===== src/rtl/fetch_queue.sv =====
// Instruction fetch queue: issues one outstanding I-mem read at a time and buffers returned words in a FIFO.
// Optional macro FETCH_QUEUE_DROP_CNT_EN enables a saturating counter of responses discarded after a flush.
module fetch_queue #(
   parameter int N     = 32,
   parameter int DEPTH = 4
) (
   input  logic         clk,
   input  logic         reset,
   input  logic [N-1:0] in_PC_dw,
   input  logic         in_PCValid,
   output logic         o_PCReady,
   output logic         o_IMemReq,
   output logic [N-1:0] o_IMemAddr_dw,
   input  logic         in_IMemAck,
   input  logic [N-1:0] in_IMemData_dw,
   output logic [N-1:0] o_Instr_dw,
   output logic [N-1:0] o_InstrPC_dw,
   output logic         o_InstrValid,
   input  logic         in_DecodeReady,
   input  logic         in_Flush,
   output logic [15:0]  o_DropCount_dw
);

   localparam int AW = $clog2(DEPTH);
   localparam logic [AW:0] FULL = (AW+1)'(DEPTH);

   localparam logic [1:0] IDLE     = 2'd0;
   localparam logic [1:0] WAIT_ACK = 2'd1;
   localparam logic [1:0] DROP     = 2'd2;

   logic [1:0]    r_state;
   logic          r_req;
   logic [N-1:0]  r_addr;
   logic [AW-1:0] r_head;
   logic [AW-1:0] r_tail;
   logic [AW:0]   r_count;
   logic [N-1:0]  r_instr [DEPTH];
   logic [N-1:0]  r_pc    [DEPTH];

   logic w_accept;
   logic w_push;
   logic w_pop;
   logic w_valid;

   assign w_valid   = (r_count != '0);
   assign o_PCReady = (r_state == IDLE) && (r_count < FULL) && !in_Flush;
   assign w_accept  = in_PCValid && o_PCReady;
   // A flush during WAIT_ACK turns the pending response into a drop, so no push then.
   assign w_push    = (r_state == WAIT_ACK) && in_IMemAck && !in_Flush;
   assign w_pop     = w_valid && in_DecodeReady && !in_Flush;

   assign o_IMemReq     = r_req;
   assign o_IMemAddr_dw = r_addr;
   assign o_InstrValid  = w_valid;
   assign o_Instr_dw    = r_instr[r_head];
   assign o_InstrPC_dw  = r_pc[r_head];

   always_ff @(posedge clk or negedge reset) begin
      if (!reset) begin
         r_state <= IDLE;
         r_req   <= 1'b0;
         r_addr  <= '0;
      end else begin
         case (r_state)
            IDLE: begin
               if (w_accept) begin
                  r_addr  <= in_PC_dw;
                  r_req   <= 1'b1;
                  r_state <= WAIT_ACK;
               end
            end
            WAIT_ACK: begin
               if (in_IMemAck) begin
                  r_req   <= 1'b0;
                  r_state <= IDLE;
               end else if (in_Flush) begin
                  r_state <= DROP;
               end
            end
            DROP: begin
               if (in_IMemAck) begin
                  r_req   <= 1'b0;
                  r_state <= IDLE;
               end
            end
            default: begin
               r_req   <= 1'b0;
               r_state <= IDLE;
            end
         endcase
      end
   end

   always_ff @(posedge clk or negedge reset) begin
      if (!reset) begin
         r_head  <= '0;
         r_tail  <= '0;
         r_count <= '0;
      end else if (in_Flush) begin
         r_head  <= '0;
         r_tail  <= '0;
         r_count <= '0;
      end else begin
         if (w_push) r_tail <= r_tail + 1'b1;
         if (w_pop)  r_head <= r_head + 1'b1;
         case ({w_push, w_pop})
            2'b10:   r_count <= r_count + 1'b1;
            2'b01:   r_count <= r_count - 1'b1;
            default: r_count <= r_count;
         endcase
      end
   end

   generate
      for (genvar gi = 0; gi < DEPTH; gi++) begin : g_entry
         always_ff @(posedge clk or negedge reset) begin
            if (!reset) begin
               r_instr[gi] <= '0;
               r_pc[gi]    <= '0;
            end else if (w_push && (r_tail == AW'(gi))) begin
               r_instr[gi] <= in_IMemData_dw;
               r_pc[gi]    <= r_addr;
            end
         end
      end
   endgenerate

`ifdef FETCH_QUEUE_DROP_CNT_EN
   logic        w_drop;
   logic [15:0] r_drop_cnt;

   assign w_drop = in_IMemAck &&
                   (((r_state == WAIT_ACK) && in_Flush) || (r_state == DROP));

   always_ff @(posedge clk or negedge reset) begin
      if (!reset) begin
         r_drop_cnt <= '0;
      end else if (w_drop && (r_drop_cnt != 16'hFFFF)) begin
         r_drop_cnt <= r_drop_cnt + 16'd1;
      end
   end

   assign o_DropCount_dw = r_drop_cnt;
`else
   assign o_DropCount_dw = '0;
`endif

endmodule


===== config.mk =====
export PLATFORM = sky130hd
export DESIGN_NAME = fetch_queue
export DESIGN_NICKNAME = d
export VERILOG_FILES = /design/src/rtl/fetch_queue.sv
export SDC_FILE = /design/constraint.sdc
export NUM_CORES = 1
export LEC_CHECK = 0
export CORE_MARGIN = 5
export CORE_UTILIZATION = 62
export CTS_CLUSTER_DIAMETER = 60
export DETAILED_ROUTE_END_ITERATION = 10
export DONT_BUFFER_PORTS = 1
export MAX_ROUTING_LAYER = met4
export PLACE_DENSITY_LB_ADDON = 0.3
export SLEW_MARGIN = 20
export SYNTH_ARGS = -nofsm -noshare
export SYNTH_HDL_FRONTEND = slang
export SYNTH_SLANG_ARGS = --single-unit

===== constraint.sdc =====
create_clock -name clk -period 2.71 [get_ports clk]
set_clock_uncertainty 0.2 [all_clocks]
set_input_delay 0.1355 -clock clk [delete_from_list [all_inputs] [get_ports clk]]
set_output_delay 0.1355 -clock clk [all_outputs]
set_load 0.01 [all_outputs]

==> results.tsv <==
stage	metric	value	unit
floorplan	Starting Density	62.7	%
final_layout	Ant. Diodes	0	
placement	Cell Area, Placed	0.0133	sq mm
final_layout	most frequent cells in the layout	dfrtp_1, mux2_2, dlygate4sd3_1, mux4_2, clkbuf_16	
sta	RSZ-0062 raised after global routing	no	
sta	Least-Margin Pin Slew	842	ps
sta	maximum clock rate	397	MHz
routing	Routed WL	27.5	mm
routing	DRT Pass-1 Iters	4	
worst_setup_path	Crit Path Max Fanout	9	
routing	WL/cell	23.9	um
yosys	Synth warnings	0	
placement	Post-Place Cells	1021	
sta	setup TNS	0	ps
routing	Via density	6.07	
final_layout	Non-Filler Instances	1150	
routing	Iter 0 DRT Violations	360	
final_layout	most common cell after layout, fill and taps aside	dfrtp_1	
global_routing	total grt overflow	0	
run	max cap viols	0	
routing	routed wl met2	14.7	mm
yosys	Synth Area per Inst	16.9	sq um
sta	Fin. Hold Viols	299	
worst_setup_path	Critical Path Source Type	register	
yosys	Yosys cell types	34	
final_layout	share of cells above drive strength 1	48.3	%
worst_setup_path	Critical Path Slowest Stage Cell	fa_1	
floorplan	I/O Pins	185	
floorplan	Die Wd	155	um
worst_setup_path	Worst Setup End Kind	register	
worst_setup_path	crit path buf inv count	1	
sta	Slew HR	43.8	%
worst_setup_path	CP delay by family, top	adder cells	
outcome	outcome	finished with violations	
routing	Post-Route M1 WL	10.7	mm
clock_network	cts bufs inserted	31	
final_layout	Final nets	935	
worst_setup_path	crit path DAT	2720	ps
outcome	failing checks	negative hold slack	
clock_network	H-tree levels	1	
clock_network	hold buffer count at cts	77	
worst_setup_path	worst-path cell chain	inv_1, ha_1, nand2_2, nor3b_1, fa_1, a221oi_1, nor3_1	
worst_setup_path	critical path class	reg2reg	
worst_setup_path	Req. time, crit path	2910	ps
sta	worst hold margin	-899	ps
power_and_ir_drop	VDD IR-drop max	0.000734	V
clock_network	Worst-Skew Late Latency	540	ps
clock_network	register clock-pin slew on the reported worst setup and hold paths	60	ps
final_layout	Final Cell Area	0.0150	sq mm
power_and_ir_drop	pwr dens	1070	mW/mm^2
sta	Slew Limit Fails	0	
global_routing	initial antenna violation count	0	
routing	Final ANT Viol Nets	0	
placement	I/O Buffers	0	
clock_network	clk sink count	298	
routing	routed wl met3	1.62	mm
yosys	Mapped Area	0.0131	sq mm
placement	Final HPWL DP	17.1	mm
yosys	Seq/Total Area, Yosys	57.0	%
final_layout	Synth-to-Final Area Change	14.5	%
placement	Post-Place Setup Slack	276	ps
power_and_ir_drop	Pleak	6.95	nW
sta	post-layout min period	2520	ps
sta	final setup fails	0	
placement	RD Place Congestion	0.796	
clock_network	CTS max path bufs	3	
routing	DRC Markers	0	
floorplan	row count	53	
floorplan	core area	0.0209	sq mm
clock_network	CTS tree	done	
hold_path	Worst Hold Class	in2async	
clock_network	CTS Root Cell	clkbuf_16	
routing	vias after detailed routing	6979	
floorplan	Die Span Y	155	um
global_routing	first-pass GRT wire length	44.7	mm
clock_network	setup bufs post-CTS	0	
yosys	Syn Inst Count	776	
floorplan	Die Footprint	0.0241	sq mm
worst_setup_path	Max stage delay on crit path	510	ps
routing	DR top layer	met4	
final_layout	fill count	1284	
global_routing	vias in the first global route	8025	
sta	final worst slack	190	ps
sta	final period utilization	93.0	%
global_routing	largest net degree at the start of global routing	299	
yosys	number of synthesized register bits	298	
global_routing	global-route total usage across every layer	24.1	%
-- metrics by stage --
stage | util, % | total power, W
after CTS | 71.7 | 0.0162
after floorplan | - | 0.0106
after global placement | 63.4 | 0.0115
after global routing | 71.8 | 0.0169
after detailed placement | 63.4 | 0.0120
final | 71.8 | 0.0161
-- flip-flops by register name (all words and copies together) (netlist names) --
signal         count
r_head             2
r_count            3
r_state            2
o_IMemAddr_dw     32
o_IMemReq          1
r_instr          128
r_pc             128
r_tail             2
-- area by class of cell --
type / instances / area (sq um) / share of cell area (%)
sequential: 298 / 7460 / 49.8
clock buffer: 43 / 861 / 5.74
tap: 275 / 344 / 2.30
multi-input combinational: 426 / 5200 / 34.7
timing repair buffer: 92 / 996 / 6.64
inverter: 7 / 26.3 / 0.175
clock inverter: 9 / 103 / 0.684
-- logic make-up after synthesis --
kind of cell	count (synthesis)	share of synthesized area (%)
buffers and inverters	67	3.94
muxes	355	36.0
other	1	0.0287
adders and majority gates	9	0.918
and+or+nand+nor	31	1.33
xor gates and xnor gates	4	0.268
DFF	298	57.0
AOI/OAI and AO/OA	11	0.507
-- routing by layer --
metal / GRT usage [%] / vias to the layer above
met5: - / -
met4: 5.25 / 0
met3: 5.54 / 42
met2: 40.6 / 187
met1: 30.2 / 3755
li1: - / 2995
-- cells in the mapped netlist --
library cell,number,area [sq um]
conb_1,1,3.75
clkbuf_1,3,11.3
buf_2,10,50.1
nor2_1,8,30.0
mux4_2,64,1440
mux2_2,289,3250
and2_1,1,6.26
xor2_1,2,17.5
fa_1,1,20.0
ha_1,8,100
nand2b_1,2,12.5
a31oi_1,1,6.26
o22ai_1,1,6.26
nand2_1,2,7.51
dfrtp_1,298,7460
o21ai_0,2,10.0
buf_1,4,15.0
buf_4,19,143
or3_1,1,6.26
a221oi_1,1,8.76
nor2b_1,1,6.26
inv_1,7,26.3
mux2i_1,2,20.0
xnor2_1,2,17.5
and4_1,1,8.76
nor4_1,1,6.26
nand2_2,5,31.3
nor2_4,1,11.3
o21ba_2,1,10.0
a21oi_1,5,25.0
nor3_1,2,10.0
buf_6,24,270
nor3b_1,3,22.5
nand3_1,3,15.0
-- path summary, 6_finish.rpt --
check / slack, ps / to / startpoint / depth (start not counted)
min in group clk: -10 / o_IMemReq$_DFFE_PN0P_ / in_PCValid / 4
min reg2reg: 300 / r_pc[112]$_DFFE_PN0P_ / r_pc[112]$_DFFE_PN0P_ / 1
min: -900 / r_pc[19]$_DFFE_PN0P_ / reset / 0
max in group asynchronous: 2510 / r_instr[31]$_DFFE_PN0P_ / reset / 0
max reg2reg: 190 / r_count[1]$_DFFE_PN0P_ / r_state[1]$_DFFE_PN0P_ / 7
max: 190 / r_count[1]$_DFFE_PN0P_ / r_state[1]$_DFFE_PN0P_ / 7
-- power breakdown --
group	internal [W]	leakage [nW]	total, W	switching (W)
registers	0.00597	3.90	0.00732	0.00134
logic	0.00274	2.58	0.00474	0.00199
clock network	0.00238	0.477	0.00401	0.00163
total	0.0111	6.95	0.0161	0.00497
-- what timing repair did --
| action | CTS | global route |
|---|---|---|
| endpoints found under the setup margin | 0 | 8 |
| hold endpoints to repair | 527 | 298 |
| gates resized for setup | 0 | 2 |
(Power assumes the default switching activity.)
